File: src/rtl/divider_monitor.sv
// divider_monitor
//   Measures the half-period of a divided clock (divided_in) in pulse_clock
//   cycles, reports each measurement with a one-cycle strobe, declares lock
//   after LOCK_COUNT consecutive equal measurements and flags a sticky
//   timeout when divided_in stops toggling.
//
// Ports
//   pulse_clock    : sole clock, rising edge
//   external_reset : synchronous, active-high reset
//   enable         : 1 = monitor active, 0 = return to IDLE
//   divided_in     : clock under test, asynchronous to pulse_clock
//   measured_half  : most recent half-period in pulse_clock cycles
//   ratio_valid    : one-cycle strobe, measured_half updated this cycle
//   locked         : high while LOCK_COUNT consecutive equal measurements hold
//   timeout_err    : sticky, no divided_in edge within TIMEOUT cycles
module divider_monitor #(
   parameter int unsigned LOCK_COUNT = 4,
   parameter logic [31:0] TIMEOUT    = 32'd1000000
) (
   input  logic        pulse_clock,
   input  logic        external_reset,
   input  logic        enable,
   input  logic        divided_in,
   output logic [31:0] measured_half,
   output logic        ratio_valid,
   output logic        locked,
   output logic        timeout_err
);

   typedef enum logic [1:0] {IDLE, ARM, MEASURE, LOCKED} state_t;

   localparam logic [3:0] MATCH_MAX = 4'(LOCK_COUNT - 1);

   state_t      state, state_nxt;
   logic        sync1, sync2, sync3;
   logic        det_edge;
   logic [31:0] counter, counter_nxt;
   logic [31:0] half_nxt;
   logic [3:0]  match_cnt, match_nxt;
   logic        rv_nxt, err_nxt;

   // sync1/sync2 resolve metastability; sync3 remembers the previous
   // synchronized level so both polarities of transition are seen.
   assign det_edge = sync2 ^ sync3;
   assign locked   = (state == LOCKED);

   always_ff @(posedge pulse_clock) begin
      if (external_reset) begin
         state         <= IDLE;
         sync1         <= 1'b0;
         sync2         <= 1'b0;
         sync3         <= 1'b0;
         counter       <= '0;
         match_cnt     <= '0;
         measured_half <= '0;
         ratio_valid   <= 1'b0;
         timeout_err   <= 1'b0;
      end else begin
         state         <= state_nxt;
         sync1         <= divided_in;
         sync2         <= sync1;
         sync3         <= sync2;
         counter       <= counter_nxt;
         match_cnt     <= match_nxt;
         measured_half <= half_nxt;
         ratio_valid   <= rv_nxt;
         timeout_err   <= err_nxt;
      end
   end

   always_comb begin
      state_nxt   = state;
      counter_nxt = counter;
      half_nxt    = measured_half;
      match_nxt   = match_cnt;
      rv_nxt      = 1'b0;
      err_nxt     = timeout_err;

      if (!enable) begin
         state_nxt   = IDLE;
         counter_nxt = '0;
         match_nxt   = '0;
         err_nxt     = 1'b0;
      end else begin
         case (state)
            IDLE: begin
               state_nxt   = ARM;
               counter_nxt = '0;
               match_nxt   = '0;
            end
            ARM: begin
               // First edge only establishes a reference point.
               if (det_edge) begin
                  counter_nxt = 32'd1;
                  state_nxt   = MEASURE;
               end else if (counter == TIMEOUT) begin
                  err_nxt     = 1'b1;
                  counter_nxt = '0;
               end else begin
                  counter_nxt = counter + 32'd1;
               end
            end
            MEASURE, LOCKED: begin
               // An edge wins over a simultaneous timeout.
               if (det_edge) begin
                  half_nxt    = counter;
                  rv_nxt      = 1'b1;
                  counter_nxt = 32'd1;
                  if (counter == measured_half)
                     match_nxt = (match_cnt >= MATCH_MAX) ? MATCH_MAX : match_cnt + 4'd1;
                  else
                     match_nxt = '0;
                  state_nxt = (match_nxt == MATCH_MAX) ? LOCKED : MEASURE;
               end else if (counter == TIMEOUT) begin
                  err_nxt     = 1'b1;
                  match_nxt   = '0;
                  counter_nxt = '0;
                  state_nxt   = ARM;
               end else begin
                  counter_nxt = (counter == 32'hFFFF_FFFF) ? counter : counter + 32'd1;
               end
            end
            default: state_nxt = IDLE;
         endcase
      end
   end

endmodule

File: config.mk
export PLATFORM = sky130hd
export DESIGN_NAME = divider_monitor
export DESIGN_NICKNAME = d
export VERILOG_FILES = /design/src/rtl/divider_monitor.sv
export SDC_FILE = /design/constraint.sdc
export NUM_CORES = 1
export LEC_CHECK = 0
export BUFFER_PORTS_ARGS = -buffer_cell sky130_fd_sc_hd__buf_2
export CAP_MARGIN = 20
export CELL_PAD_IN_SITES_DETAIL_PLACEMENT = 1
export CELL_PAD_IN_SITES_GLOBAL_PLACEMENT = 2
export CORE_MARGIN = 5
export CORE_UTILIZATION = 38
export DETAILED_ROUTE_END_ITERATION = 12
export PLACE_DENSITY_LB_ADDON = 0.1
export SYNTH_ARGS = -nofsm -noshare
export SYNTH_HDL_FRONTEND = slang
export SYNTH_SLANG_ARGS = --single-unit
File: constraint.sdc
create_clock -name pulse_clock -period 4 [get_ports pulse_clock]
set_clock_uncertainty 0.05 [all_clocks]
set_input_delay 0.2 -clock pulse_clock [delete_from_list [all_inputs] [get_ports pulse_clock]]
set_output_delay 0.2 -clock pulse_clock [all_outputs]
set_load 0.05 [all_outputs]
==> Word level (Yosys, flattened, before mapping) <==
Cells that the tools add are included.
{ "word_totals": {"reg_bits": 75, "input_bits": 4, "wordCells": 56} }
{ "op_classes": {"add_sub_neg": 2, "n_eq_ne": 10, "magnitude_cmp": 1, "bitwise": 4, "n_mux": 20, "n_reduce_logical": 10} }
{ "ops": {"columns": ["cell", "n"], "rows": [
  ["$mux 32", 5],
  ["$pmux 32 s3", 1],
  ["$add 32x1->32 const B", 1],
  ["$eq 32x20->1 const B", 1],
  ["$eq 32x32->1", 1],
  ["$eq 32x32->1 const B", 1],
  ["$mux 4", 7],
  ["$pmux 4 s2", 1],
  ["$mux 2", 3],
  ["$pmux 2 s3", 1],
  ["$reduce_and 3->1", 2],
  ["$reduce_or 3->1", 2],
  ["$add 4x1->4 const B", 1],
  ["$eq 2x2->1 const B", 2],
  ["$eq 4x2->1 const B", 1],
  ["$ge 4x2->1 const B", 1],
  ["$ne 4x4->1 const B", 1],
  ["$reduce_and 2->1", 2],
  ["$reduce_or 2->1", 2],
  ["$ne 3x3->1 const B", 1],
  ["$not 1->1", 3],
  ["$eq 2x1->1 const B", 1],
  ["$logic_not 2->1", 1],
  ["$mux 1", 2],
  ["other kinds (3)", 3]
]} }

==> Logic depth before layout (Yosys ltp) <==
{ "logic_depth": {"word_depth": 10, "ltp_mapped": 10, "mapped_depth_nobuf": 7} }

==> Worst setup path after synthesis <==
Ideal clock, no wire load.
{ "synth_timing": {"path_type": "register to register", "from": "register counter[1]", "to": "register counter[2]", "required_ps": 3832, "path_slack_ps": 1961, "t_arrival_ps": 1871, "path_stages_with_launch": 8, "period_less_slack_ps": 2039, "path_buffers": 1, "cell_sequence": "dfxtp_1 > ha_1 > nand3_1 > or4_4 > buf_6 > o31ai_1 > xor2_1 > nor2_1"} }
{ "synth_via": {"elab_chain_cells": 5} }
{ "synth_rtl": {"columns": ["element", "line_no", "text"], "rows": [
  ["from (decl)", "37", "logic [31:0] counter, counter_nxt;"],
  ["from (signal assigned)", "63", "counter <= counter_nxt;"],
  ["$add 32x1->32", "100, 120", null],
  ["$mux 32", "120", "counter_nxt = (counter == 32'hFFFF_FFFF) ? counter : counter + 32'd1;"],
  ["$mux 32", "114", "end else if (counter == TIMEOUT) begin"],
  ["$mux 32", "105", "if (det_edge) begin"],
  ["$pmux 32 s3", "85", "case (state)"]
]} }
Several ways; a longest one is shown, not always the timed one. The select of a mux whose other input is x is not followed.
A chain may end at the register's enable or synchronous reset.

==> Worst setup path after layout <==
{ "layout_timing": {"from": "register counter[0]", "to": "register counter[4]"} }
Same word-level chain as after synthesis.

==> summary.txt <==
Logic synthesis
  – Primary FF master, synth: dfxtp_1
  – Yosys reg bits: 75
  – Synth top area share: 38.8%
  – Synth area leader: dfxtp_1
  – Synth Instances: 464
  – Netlist cell types: 57
  – Area contributors post-synth: dfxtp_1 39%, nand2_1 8.5%, a21oi_1 6.2%
  – Mean Syn Cell Area: 8.34 um2
  – Synth Net Count: 471
  – Synth Cell Area: 0.00387 mm2
  – EDFF count, synth: 0
  – Sequential area share after synthesis: 38.8%
  – Async SR Flop Fraction: 0%
  – Synth warn: 0

STA
  – RSZ-0062 raised after global routing: false
  – Least-Margin Pin Slew: 0.841 ns
  – Pins over their slew limit: 0
  – FMAX: 0.361 GHz
  – Hold Vio Cnt, Final: 0
  – Final worst path period share: 69.3%
  – Setup ws final: 1.23 ns
  – Rel. slew slack: 43.8%
  – Period minus WS final: 2.77 ns
  – Setup violations, final: 0
  – TNS Setup: 0 ns

GRT
  – Vias in the first global route: 3522
  – Global route overflow: 0
  – Initial antenna violation count: 0
  – Largest net degree at the start of global routing: 39
  – First-pass GRT wire length: 19.7 mm
  – Total GRT Usage: 20.4%
  – Grt met1 use: 27.8%
  – Met3 usage: 4.53%
  – GR peak layer: met2
  – GRT met2 Usage: 31.7%

CTS
  – Max Root-Sink Buffers: 2
  – CTS tree: yes
  – CTS Hold Bufs: 0
  – H-tree depth: 3
  – CTS sink cnt: 75
  – Total CTS buffers: 9
  – Postcts setup bufs: 0
  – Clock root buffer: clkbuf_8
  – Reg clk slew, reported paths: 0.08 ns
  – Worst skew pair latency: 0.37 ns
  – Post-CTS sizing: 0

Power
  – Switch Pwr: 0.000320 W
  – Clock Power Share: 43.8%
  – Sw frac: 23.0%
  – Seq pwr share: 53.8%
  – Leakage: 1.52 nW
  – Int Power: 0.00108 W
  – Worst VDD drop: 0.192 mV
  – Logic gate share of total power: 2.4%
  – PD cells: 328 mW/mm2

Finish
  – Most common cell after layout, fill and taps aside: nand2_1
  – Share of layout cells above drive strength 1: 16.6%
  – # diodes: 0
  – Fillers: 1164
  – Final #Nets: 485
  – P&R area growth vs syn: 10.1%
  – Most frequent cells in the layout: 88 x nand2_1, 75 x dfxtp_1, 48 x a21oi_1
  – Finished Layout Cells: 615

Drt
  – WL/cell: 19.4 um
  – Drt first pass iters: 4
  – WL final: 12.0 mm
  – Drt first-iter violations: 222
  – Vias: 3418
  – Vias/cell: 5.56
  – DRC: 0
  – DRT antenna net count: 0

Floorplan
  – Die footprint: 0.0123 mm2
  – Die span in x: 111 um
  – # IOs: 39
  – Row cnt: 36
  – Die height: 111 um
  – Core area: 0.00986 mm2
  – Initial core utilization: 39.2%

Place
  – Input/output buffers: 38
  – Global placement routability congestion: 0.819
  – Placed Cells: 600
  – Post-Place Setup Slack: 1.26 ns
  – Detailed Place HPWL: 8.58 mm

Job
  – Max-cap violations: 0

Setup path
  – Critical Path Fanout Max: 17
  – R2r endpoint: counter[4]
  – FF-to-FF Start: counter[0]
  – Crit Path Category: reg2reg
  – Critical Path RT: 4.20 ns
  – R2R depth: 6
  – Reg2reg setup slack: 1.23 ns
  – Crit path capture type: flip-flop
  – Worst Path Arrival: 2.98 ns
  – Crit start category: flip-flop

Worst hold path
  – Hold Path Origin: divided_in
  – Hold depth: 2
  – Worst Hold Class: in2reg
  – Worst Hold End: sync1

Outcome
  – Status: finished, final reports clean
[layer usage]
metal  routed length [um]  up-vias
met3                  485       15
met1                 5740     1689
met2                 5520       63
li1                     -     1651
met4                  204        0
met5                    0        -
[critical path: stages (launching register included)]
cell       delay, ns
dfxtp_1         0.53
ha_1            0.24
nand3_1         0.21
or4_4           0.62
nor3_4          0.60
nor3_1          0.21
o2bb2ai_1       0.19
[power by group through the flow]
stage | registers, W | logic (W) | clock network [W]
5_1_grt | 0.000751 | 0.0000381 | 0.000667
2_1_floorplan | 0.000767 | 0.0000248 | 0
4_1_cts | 0.000751 | 0.0000343 | 0.000626
6_report | 0.000751 | 0.0000340 | 0.000611
3_3_place_gp | 0.000769 | 0.0000338 | 0
3_5_place_dp | 0.000769 | 0.0000340 | 0
[final cells by class]
class                           count  area [um2]  area share (%)
Timing Repair Buffer               43         228            5.35
Multi-Input combinational cell    343        2150            50.4
Tap cell                          133         166            3.91
Clock inverter                      2        35.0           0.822
Sequential cell                    75        1500            35.2
Inverter                            6        22.5           0.529
Clock buffer                       13         159            3.73
[flip-flops by register name, indices dropped and copies added, names as in the netlist]
signal and flops:
measured_half 32, sync2 1, timeout_err 1, state 2, sync3 1, counter 32
ratio_valid 1, match_cnt 4, sync1 1
[worst max path at each step]
stage	cells past startpoint	from	endpoint	slack, ns
finish	6	counter[0]	counter[4]	1.23
global route	5	sync2	counter[30]	0.99
CTS	6	counter[0]	counter[4]	1.23
detailed placement	6	counter[0]	counter[4]	1.26
global placement	6	counter[0]	counter[4]	1.25
floorplan	7	counter[1]	counter[2]	1.96
[cells in the mapped netlist, types with 7 or more instances]
library cell / count
a21oi_1: 48
xnor2_1: 22
nand3_1: 17
o21ai_1: 7
dfxtp_1: 75
nor3_1: 13
o21ai_0: 8
nor2_1: 16
nand2_1: 88
buf_2: 16
nand4_1: 11
xor2_1: 27
nor4_1: 11
clkbuf_1: 20
[metrics by stage]
| step | instance area, um2 | total power, W | hold slack (ns) | util (%) |
|---|---|---|---|---|
| global placement | 4070 | 0.000803 | 0.370 | 41.2 |
| floorplan | 3870 | 0.000792 | 0.278 | - |
| CTS | 4260 | 0.00141 | 0.00234 | 43.2 |
| finish | 4260 | 0.00140 | 0.0133 | 43.2 |
| detailed placement | 4070 | 0.000803 | 0.389 | 41.2 |
| global route | 4260 | 0.00146 | 0.0315 | 43.2 |
[logic make-up after synthesis]
| group | count (synthesis) | share of synthesized area (%) |
|---|---|---|
| adders and majority gates | 3 | 0.970 |
| buffers and inverters | 46 | 5.66 |
| AOI/OAI and AO/OA | 92 | 15.6 |
| and+or+nand+nor | 199 | 27.9 |
| xor gates and xnor gates | 49 | 11.1 |
| DFF | 75 | 38.8 |
No activity file was read; power rests on OpenSTA's default activity.
